File: src/rtl/repeated_add_multiplier.sv
// rtl/repeated_add_multiplier.sv - shift-free multiplier: accumulates A into P, B times, via a sliced ripple-carry adder
module rma_full_adder (
    input  logic i_a,
    input  logic i_b,
    input  logic i_ci,
    output logic o_s,
    output logic o_co
);
    assign o_s  = i_a ^ i_b ^ i_ci;
    assign o_co = (i_a & i_b) | (i_ci & (i_a ^ i_b));
endmodule

module rma_rca4_slice (
    input  logic [3:0] i_a,
    input  logic [3:0] i_b,
    input  logic       i_ci,
    output logic [3:0] o_s,
    output logic       o_co
);
    logic [4:0] w_c;

    assign w_c[0] = i_ci;
    assign o_co   = w_c[4];

    for (genvar g = 0; g < 4; g++) begin : g_fa
        rma_full_adder u_fa (
            .i_a  (i_a[g]),
            .i_b  (i_b[g]),
            .i_ci (w_c[g]),
            .o_s  (o_s[g]),
            .o_co (w_c[g+1])
        );
    end
endmodule

module repeated_add_multiplier #(
    parameter int WIDTH = 16
) (
    input  logic             clk,
    input  logic             rst_n,
    input  logic             start,
    input  logic [WIDTH-1:0] data_in,
    output logic [WIDTH-1:0] product,
    output logic             done,
    output logic             busy,
    output logic             overflow
);
    localparam int NSLICE = WIDTH / 4;
    localparam logic [WIDTH-1:0] ONE = WIDTH'(1);

    typedef enum logic [2:0] {
        S_IDLE   = 3'd0,
        S_LOAD_A = 3'd1,
        S_LOAD_B = 3'd2,
        S_ADD    = 3'd3,
        S_DONE   = 3'd4
    } state_t;

    state_t           r_state;
    state_t           w_next;
    logic [WIDTH-1:0] r_a;
    logic [WIDTH-1:0] r_b;
    logic [WIDTH-1:0] r_p;
    logic             r_ovf;
    logic [WIDTH-1:0] w_sum;
    logic [NSLICE:0]  w_carry;
    logic             w_eqz;

    assign w_carry[0] = 1'b0;
    assign w_eqz      = (r_b == '0);

    for (genvar s = 0; s < NSLICE; s++) begin : g_slice
        rma_rca4_slice u_slice (
            .i_a  (r_p[4*s +: 4]),
            .i_b  (r_a[4*s +: 4]),
            .i_ci (w_carry[s]),
            .o_s  (w_sum[4*s +: 4]),
            .o_co (w_carry[s+1])
        );
    end

    always_ff @(posedge clk or negedge rst_n) begin
        if (!rst_n) begin
            r_state <= S_IDLE;
        end else begin
            r_state <= w_next;
        end
    end

    always_comb begin
        w_next = r_state;
        case (r_state)
            S_IDLE:   if (start) w_next = S_LOAD_A;
            S_LOAD_A: w_next = S_LOAD_B;
            S_LOAD_B: w_next = S_ADD;
            S_ADD:    if (w_eqz) w_next = S_DONE;
            S_DONE:   if (!start) w_next = S_IDLE;
            default:  w_next = S_IDLE;
        endcase
    end

    // The final slice carry only feeds the sticky overflow flag, never the product.
    always_ff @(posedge clk or negedge rst_n) begin
        if (!rst_n) begin
            r_a   <= '0;
            r_b   <= '0;
            r_p   <= '0;
            r_ovf <= 1'b0;
        end else begin
            case (r_state)
                S_LOAD_A: r_a <= data_in;
                S_LOAD_B: begin
                    r_b   <= data_in;
                    r_p   <= '0;
                    r_ovf <= 1'b0;
                end
                S_ADD: begin
                    if (!w_eqz) begin
                        r_p   <= w_sum;
                        r_b   <= r_b - ONE;
                        r_ovf <= r_ovf | w_carry[NSLICE];
                    end
                end
                default: ;
            endcase
        end
    end

    assign product  = r_p;
    assign overflow = r_ovf;
    assign done     = (r_state == S_DONE);
    assign busy     = (r_state == S_LOAD_A) || (r_state == S_LOAD_B) || (r_state == S_ADD);
endmodule

File: config.mk
export PLATFORM = sky130hd
export DESIGN_NAME = repeated_add_multiplier
export DESIGN_NICKNAME = d
export VERILOG_FILES = /design/src/rtl/repeated_add_multiplier.sv
export SDC_FILE = /design/constraint.sdc
export NUM_CORES = 1
export LEC_CHECK = 0
export ABC_AREA = 1
export CAP_MARGIN = 20
export CORE_MARGIN = 2
export CORE_UTILIZATION = 55
export CTS_BUF_LIST = sky130_fd_sc_hd__clkbuf_8 sky130_fd_sc_hd__clkbuf_16
export DETAILED_ROUTE_END_ITERATION = 8
export DONT_BUFFER_PORTS = 1
export MAX_ROUTING_LAYER = met4
export PLACE_DENSITY = 0.8
export SYNTH_ARGS = -nofsm -noshare
export SYNTH_HDL_FRONTEND = slang
export SYNTH_SLANG_ARGS = --single-unit
File: constraint.sdc
create_clock -name clk -period 10.05 [get_ports clk]
set_input_delay 1.5075 -clock clk [delete_from_list [all_inputs] [get_ports clk]]
set_output_delay 1.5075 -clock clk [all_outputs]
set_load 0.1 [all_outputs]
==> results.py, run 1 <==
metrics = {
    "global_routing": {
        "grt_max_degree": 53,
        "grt_antenna_before_repair": 0,
        "grt_first_pass_wirelength_mm": 11.19,
        "first_global_vias": 2414,
        "grt_use_total_pct": 23.11,
        "grt_overflow_total": 0,
    },
    "final_layout": {
        "antennaDiodeCount": 0,
        "final_common_cell": "nand2_1",
        "final_cell_mix": "nand2_1, inv_1, dfrtp_1",
        "drive_above_1_share_pct": 9.309,
        "fillCellCount": 518,
        "layout.nets": 411,
        "syn_to_final_growth_pct": 1.131,
        "final_util_pct": 58.18,
        "instances_no_fill": 448,
    },
    "critical_path": {
        "critPathLaunchType": "flip-flop",
        "crit_path_max_fanout": 3,
        "r2r-start": "product[0]$_DFFE_PN0P_",
        "slowest_stage": "dfrtp_1",
        "critPathTopFamily": "adder cells",
        "cp.arrival_ns": 7.38,
        "crit_type": "reg2reg",
        "cp_common_cell": "fa_1",
        "endpoint_kind": "flip-flop",
        "crit_buf_inv": 2,
        "cp.required_ns": 10.25,
        "crit_chain": "ha_1 > inv_1 > fa_1 > fa_1 > fa_1 > fa_1 > fa_1 > fa_1 > fa_1 > fa_1 > fa_1 > fa_1 > fa_1 > fa_1 > inv_1 > fa_1 > fa_1 > fa_1 > nand3_1 > nand2_1",
        "r2r_slack_ns": 2.87,
        "critical_path.max_stage_delay_ns": 0.98,
        "cp-startpoint": "product[0]$_DFFE_PN0P_",
    },
    "yosys": {
        "synth_top_area_share_pct": 40.58,
        "synthCells": 395,
        "yosysTopAreaCell": "dfrtp_1",
        "yosysWarnings": 0,
        "netlist_area_sq_um": 3207,
        "synth_cell_type_count": 28,
        "ys_ff_latch": 52,
        "synth_area_leaders": "dfrtp_1, nand2_1, fa_1",
        "syn_area_per_cell_sq_um": 8.119,
        "yosysSeqAreaShare_pct": 40.58,
        "syn-num-nets": 431,
    },
    "drt": {
        "drc": 0,
        "detail_route.wl_per_cell_microns": 14.22,
        "routed_wl_mm": 6.370,
        "via_per_inst": 5.339,
        "firstDrtPassIters": 5,
        "dr_total_vias": 2392,
        "ant_nets": 0,
        "drtIter0Drc": 196,
    },
    "timing": {
        "clock_skew_ns": 0.007726,
        "period_share_pct": 71.44,
        "fin_setup_tns_ns": 0,
        "worst_pin_slew_ns": 1.066,
        "final_hold_viol_count": 0,
        "relSlewSlack_pct": 28.88,
        "setup_viol": 0,
        "slew_viol_final": 0,
        "holdWs_ns": 0.4969,
        "rsz0062_at_grt": "no",
        "max_freq_mhz": 139.3,
        "fin_crit_ns": 7.180,
    },
    "worst_hold_path": {
        "min_from": "r_a[3]$_DFFE_PN0P_",
        "min_path_type": "reg2reg",
    },
    "cts": {
        "h-tree-depth": 2,
        "clkLatencyLatePin_ns": 0.31,
        "root_buffer": "clkbuf_8",
        "ctsHoldBuffers": 0,
        "cts.sinks": 52,
        "numCtsBuffers": 5,
        "cts_post_setup_buffers_inserted": 0,
        "tritoncts": "done",
        "clkSlewWorstSetupHoldPaths_ns": 0.09,
        "cts.path.max_buffers": 2,
        "cts-resized-gates": 0,
    },
    "placed_design": {
        "io_buffers": 0,
        "dp.cells": 439,
        "gp_congestion": 0.8306,
        "hpwlAfterDp_mm": 4.426,
    },
    "floorplan": {
        "io_pins": 38,
        "std_cell_rows": 27,
        "die_h_microns": 80.36,
        "chipWidth_microns": 80.36,
        "fp.dieArea_sq_um": 6458,
        "core_sq_um": 5574,
        "start_util_pct": 57.53,
    },
    "status": {
        "outcome": "completed",
    },
    "run": {
        "cap_violations": 0,
    },
}
[cells in the mapped netlist (all sizes together)]
| cell | instances |
|---|---|
| a21oi | 9 |
| and2 | 1 |
| buf | 26 |
| clkbuf | 3 |
| dfrtp | 52 |
| fa | 15 |
| ha | 2 |
| inv | 64 |
| nand2 | 96 |
| nand3 | 42 |
| nand3b | 1 |
| nor2 | 39 |
| nor3 | 1 |
| nor3b | 1 |
| o21ai | 32 |
| o21bai | 2 |
| o22ai | 8 |
| xor2 | 1 |
[sequential cells by signal (all words and copies together), names as in the netlist]
name	flops
overflow	1
product	16
r_a	16
r_b	16
r_state	3
[worst register-to-register path: cells and delay by family (launching register included)]
kind | cells | cell delay (ns)
and+or+nand+nor | 2 | 0.14
DFF | 1 | 0.98
adders and majority gates | 16 | 5.83
buffers and inverters | 2 | 0.13
[final cells by class]
class                   count  area [sq um]  area share, %
inverters                  64         240.2          7.407
repair buffers              2         22.52         0.6944
multi-input cells         250          1478          45.56
clock buffers               5         68.82          2.122
flip-flops and latches     52          1301          40.12
clock inverters             3         42.54          1.312
well taps                  72         90.09          2.778
[routing by layer]
layer | global-route usage [%] | part of all wire, % | vias up | wire (microns)
met5 | - | 0 | - | 0
met4 | 5.932 | 1.3 | 0 | 82
li1 | - | - | 1170 | -
met3 | 4.382 | 5.5 | 9 | 350
met2 | 37.83 | 49 | 56 | 3100
met1 | 29.82 | 45 | 1157 | 2837
[kinds of logic (layout without fill, tap and decap cells)]
group / Yosys count / in the layout / share of synthesized area [%]
DFF: 52 / 52 / 40.58
adders and majority gates: 17 / 17 / 10.14
and+or+nand+nor: 181 / 181 / 25.48
AOI/OAI and AO/OA: 51 / 51 / 9.988
buffers and inverters: 93 / 74 / 13.54
xor gates and xnor gates: 1 / 1 / 0.2732
[per-stage QoR]
stage,instance area [sq um],setup slack (ns)
2_1_floorplan,3207,3.957
3_3_place_gp,3117,3.011
3_5_place_dp,3117,2.882
4_1_cts,3228,2.837
5_1_grt,3243,2.590
6_report,3243,2.870
[final timing paths]
path	to	cells after the start
setup / recovery	product[15]$_DFFE_PN0P_	20
hold / removal	r_a[3]$_DFFE_PN0P_	2
setup reg to reg	product[15]$_DFFE_PN0P_	20
hold reg to reg	r_a[3]$_DFFE_PN0P_	2
max in group asynchronous	r_b[5]$_DFFE_PN0P_	0
min in group asynchronous	product[10]$_DFFE_PN0P_	0
Power of run 1 is left out: the tool's default activity adds up to more than one toggle a clock period on the data nets, which glitch-free logic cannot reach.
==> run 2, diff against run 1 <==
clock period = 7.4 ns   (was 10.05 ns; I/O delays follow)
==> run 2 against run 1 <==
Clock skew about the same. First-iteration DRC count down 40%. Maximum frequency rose by 10%. Cell area up 0.54%. Cell count is 1.1% higher. Via count up 1.9%.
==> results.py, run 2 (synthesis results as in run 1) <==
metrics = {
    "status": {
        "outcome": "completed",
    },
    "floorplan": {
        "start_util_pct": 57.53,
        "die_h_microns": 80.36,
        "io_pins": 38,
        "core_sq_um": 5574,
        "chipWidth_microns": 80.36,
        "fp.dieArea_sq_um": 6458,
        "std_cell_rows": 27,
    },
    "worst_hold_path": {
        "min_path_type": "in2async",
    },
    "critical_path": {
        "critPathLaunchType": "flip-flop",
        "crit_type": "reg2reg",
        "cp.arrival_ns": 6.73,
        "endpoint_kind": "flip-flop",
        "cp.required_ns": 7.61,
        "reg2reg_depth": 20,
        "crit_path_max_fanout": 2,
    },
    "timing": {
        "worst_pin_slew_ns": 1.072,
        "fin_crit_ns": 6.524,
        "relSlewSlack_pct": 28.46,
        "holdWs_ns": 0.4746,
        "setup_viol": 0,
        "final_hold_viol_count": 0,
        "rsz0062_at_grt": "no",
        "max_freq_mhz": 153.3,
        "clock_skew_ns": 0.008124,
        "fin_setup_tns_ns": 0,
        "slew_viol_final": 0,
        "period_share_pct": 88.16,
    },
    "cts": {
        "cts.sinks": 52,
        "numCtsBuffers": 5,
        "clkLatencyLatePin_ns": 0.31,
        "cts.path.max_buffers": 2,
        "root_buffer": "clkbuf_8",
        "tritoncts": "done",
        "cts-resized-gates": 0,
        "clkSlewWorstSetupHoldPaths_ns": 0.10,
        "ctsHoldBuffers": 0,
        "cts_post_setup_buffers_inserted": 0,
        "h-tree-depth": 2,
    },
    "drt": {
        "drtIter0Drc": 118,
        "wl_met2_mm": 3.180,
        "routed_wl_mm": 6.565,
        "highest_layer": "met4",
        "detail_route.wl_per_cell_microns": 14.49,
        "ant_nets": 0,
        "firstDrtPassIters": 4,
        "drc": 0,
        "via_per_inst": 5.382,
        "wl_met1_mm": 2.975,
        "met3_wirelength_microns": 330,
        "dr_total_vias": 2438,
    },
    "final_layout": {
        "final_util_pct": 58.50,
        "drive_above_1_share_pct": 10.50,
        "final_cell_mix": "nand2_1, inv_1, dfrtp_1",
        "layout.nets": 416,
        "fillCellCount": 514,
        "antennaDiodeCount": 0,
        "syn_to_final_growth_pct": 1.678,
        "final_common_cell": "nand2_1",
    },
    "global_routing": {
        "first_global_vias": 2473,
        "grt_use_total_pct": 23.40,
        "grt_first_pass_wirelength_mm": 11.32,
        "grt_max_degree": 53,
        "grt_antenna_before_repair": 0,
        "grt_overflow_total": 0,
    },
    "placed_design": {
        "gp_congestion": 0.8644,
        "hpwlAfterDp_mm": 4.585,
        "io_buffers": 0,
    },
    "run": {
        "cap_violations": 0,
    },
}
## run 2: cell types whose count changed in the layout (fill, tap and decap cells not counted)
| cell | change |
|---|---|
| buf_4 | +5 |
| bufinv_16 | -1 |
| clkinv_4 | +1 |
| clkinvlp_4 | -1 |
| inv_6 | +1 |
## run 2: metal layers
layer / GRT usage [%] / up-vias
met5: - / -
met4: 7.288 / 0
met3: 5.506 / 9
met2: 38.42 / 63
met1: 28.84 / 1186
li1: - / 1180
## run 2: final timing paths
check | startpoint | endpoint | slack, ns
min reg2reg | r_a[11]$_DFFE_PN0P_ | r_a[11]$_DFFE_PN0P_ | 0.50
max reg2reg | r_a[0]$_DFFE_PN0P_ | product[15]$_DFFE_PN0P_ | 0.88
max in group asynchronous | rst_n | r_b[14]$_DFFE_PN0P_ | 6.83
min in group clk | r_a[11]$_DFFE_PN0P_ | r_a[11]$_DFFE_PN0P_ | 0.50
min | rst_n | r_b[8]$_DFFE_PN0P_ | 0.47
max | r_a[0]$_DFFE_PN0P_ | product[15]$_DFFE_PN0P_ | 0.88
## run 2: layout make-up
class,instances,area [sq um],share of cell area [%]
clock inverters,3,22.52,0.6907
flip-flops and latches,52,1301,39.91
inverters,64,240.2,7.368
repair buffers,7,60.06,1.842
clock buffers,5,68.82,2.111
multi-input cells,250,1478,45.32
well taps,72,90.09,2.763
## run 2: critical path, cell delays in order, from the launching register on
cell and delay [ns]:
dfrtp_1 0.38, ha_1 0.15, inv_1 0.05, fa_1 0.37
fa_1 0.39, fa_1 0.39, fa_1 0.38, fa_1 0.39
fa_1 0.46, fa_1 0.41, fa_1 0.41, fa_1 0.42
fa_1 0.41, fa_1 0.40, fa_1 0.38, inv_1 0.08
fa_1 0.18, fa_1 0.19, fa_1 0.42, nand3_1 0.09
nand2_1 0.06
## run 2: metrics by stage
step | instances | setup WS [ns] | area, sq um
final | 453 | 0.8761 | 3261
after global routing | 453 | 0.6724 | 3261
after CTS | 452 | 0.8836 | 3246
after detailed placement | 444 | 0.9397 | 3154
after global placement | 444 | 1.091 | 3154
after floorplan | 395 | 1.307 | 3207
Power of run 2 is left out for the same reason.
==> run 3, diff against run 2 <==
PLACE_DENSITY = 0.83   (was 0.8)
clock period = 5.71 ns   (was 7.4 ns; I/O delays follow)
==> run 3 against run 2 <==
The run now ends with setup timing left. Sequential share of layout area fell by 1.3 points. Largest cell class unchanged. Routed wire length decreased by 0.27%. Worst setup slack worse by 1.0 ns. Global-route usage barely moved. Via count up 1.6%. Worst hold slack lost 0.26 ns.
==> results.py, run 3 (synthesis results as in run 1) <==
metrics = {
    "status": {
        "outcome": "finished with violations",
        "failed_checks": "setup timing",
    },
    "cts": {
        "root_buffer": "clkbuf_8",
        "ctsHoldBuffers": 0,
        "clkLatencyLatePin_ns": 0.32,
        "tritoncts": "done",
        "h-tree-depth": 2,
        "numCtsBuffers": 5,
        "clkSlewWorstSetupHoldPaths_ns": 0.10,
        "cts.path.max_buffers": 2,
        "cts.sinks": 52,
    },
    "final_layout": {
        "antennaDiodeCount": 0,
        "final_cell_mix": "nand2_1, inv_1, dfrtp_1",
        "syn_to_final_growth_pct": 5.072,
        "drive_above_1_share_pct": 15.68,
        "final_common_cell": "nand2_1",
        "stdcell_area_sq_um": 3369,
        "layout.nets": 424,
    },
    "global_routing": {
        "grt_use_total_pct": 23.36,
        "first_global_vias": 2553,
        "grt_first_pass_wirelength_mm": 11.34,
        "grt_overflow_total": 0,
        "grt_antenna_before_repair": 0,
        "grt_max_degree": 53,
    },
    "floorplan": {
        "io_pins": 38,
        "die_h_microns": 80.36,
        "fp.dieArea_sq_um": 6458,
        "core_sq_um": 5574,
        "chipWidth_microns": 80.36,
        "std_cell_rows": 27,
        "start_util_pct": 57.53,
    },
    "critical_path": {
        "cp-startpoint": "r_a[0]$_DFFE_PN0P_",
        "r2r_slack_ns": -0.16,
        "cp.required_ns": 5.92,
        "critPathLaunchType": "flip-flop",
        "endpoint_kind": "flip-flop",
        "crit_type": "reg2reg",
        "reg2reg_depth": 20,
        "regToRegEndpoint": "product[15]$_DFFE_PN0P_",
        "cp.arrival_ns": 6.07,
        "crit_path_max_fanout": 2,
        "r2r-start": "r_a[0]$_DFFE_PN0P_",
    },
    "drt": {
        "drc": 0,
        "ant_nets": 0,
        "drtIter0Drc": 165,
        "dr_total_vias": 2478,
        "via_per_inst": 5.375,
        "firstDrtPassIters": 4,
        "detail_route.wl_per_cell_microns": 14.20,
        "routed_wl_mm": 6.547,
    },
    "run": {
        "cap_violations": 0,
    },
    "timing": {
        "clock_skew_ns": 0.007171,
        "max_freq_mhz": 170.5,
        "worst_pin_slew_ns": 1.063,
        "finalWorstSetupSlack_ns": -0.1560,
        "fin_crit_ns": 5.866,
        "relSlewSlack_pct": 29.04,
        "rsz0062_at_grt": "yes",
        "setup_viol": 1,
        "slew_viol_final": 0,
        "period_share_pct": 102.7,
        "final_hold_viol_count": 0,
    },
    "placed_design": {
        "gp_congestion": 0.8833,
        "hpwlAfterDp_mm": 4.446,
        "placed_cell_area_sq_um": 3209,
        "io_buffers": 0,
    },
    "worst_hold_path": {
        "min_path_type": "in2async",
    },
}
==> run 3: how the worst max path moves through the flow <==
| stage | endpoint | cells past startpoint | slack, ns |
|---|---|---|---|
| after detailed placement | product[15]$_DFFE_PN0P_ | 20 | -0.23 |
| after global placement | product[15]$_DFFE_PN0P_ | 20 | -0.14 |
| after floorplan | product[15]$_DFFE_PN0P_ | 20 | 0.02 |
| final | product[15]$_DFFE_PN0P_ | 20 | -0.16 |
| after CTS | product[15]$_DFFE_PN0P_ | 20 | -0.18 |
| after global routing | product[15]$_DFFE_PN0P_ | 20 | -0.35 |
==> run 3: worst max-delay path, cell delays in order (launching register included) <==
cell	delay, ns
dfrtp_1	0.37
ha_1	0.14
inv_1	0.05
fa_2	0.33
fa_2	0.34
fa_2	0.35
fa_2	0.35
fa_2	0.35
fa_2	0.38
fa_2	0.35
fa_2	0.36
fa_2	0.36
fa_2	0.36
fa_2	0.35
fa_2	0.34
inv_2	0.06
fa_2	0.19
fa_1	0.18
fa_1	0.41
nand3_1	0.09
nand2_1	0.06
==> run 3: metrics by stage <==
step / util, % / setup slack, ns / std cells / hold WS [ns] / TNS (ns)
6_report: 60.45 / -0.1560 / 461 / 0.2186 / -0.1560
5_1_grt: 60.45 / -0.3507 / 461 / 0.2075 / -0.6735
4_1_cts: 59.91 / -0.1753 / 458 / 0.2182 / -0.1753
3_5_place_dp: 57.58 / -0.2340 / 448 / 0.4737 / -0.3010
3_3_place_gp: 57.58 / -0.1361 / 448 / 0.4660 / -0.1361
2_1_floorplan: - / 0.01796 / 395 / 0.4530 / 0
==> run 3: layout make-up <==
class / instances / area [sq um]
clock inverters: 3 / 38.79
multi-input cells: 250 / 1510
flip-flops and latches: 52 / 1301
inverters: 64 / 240.2
repair buffers: 15 / 120.1
well taps: 72 / 90.09
clock buffers: 5 / 68.82
fillers: 487 / 2205
==> run 3: timing repair <==
action,4_1_cts,5_1_grt
hold endpoints to repair,0,0
setup buffers,2,2
endpoints found under the setup margin,3,3
pin swaps,0,1
resized for setup,3,1
==> run 3: per-layer routing <==
metal	wire [microns]	track usage [%]	up-vias	share of wire, %
met2	3158	38.17	66	48
met5	0	-	-	0
met3	387	5.955	9	5.9
li1	-	-	1191	-
met1	2907	28.48	1212	44
met4	93	7.627	0	1.4
Power of run 3 is left out for the same reason.
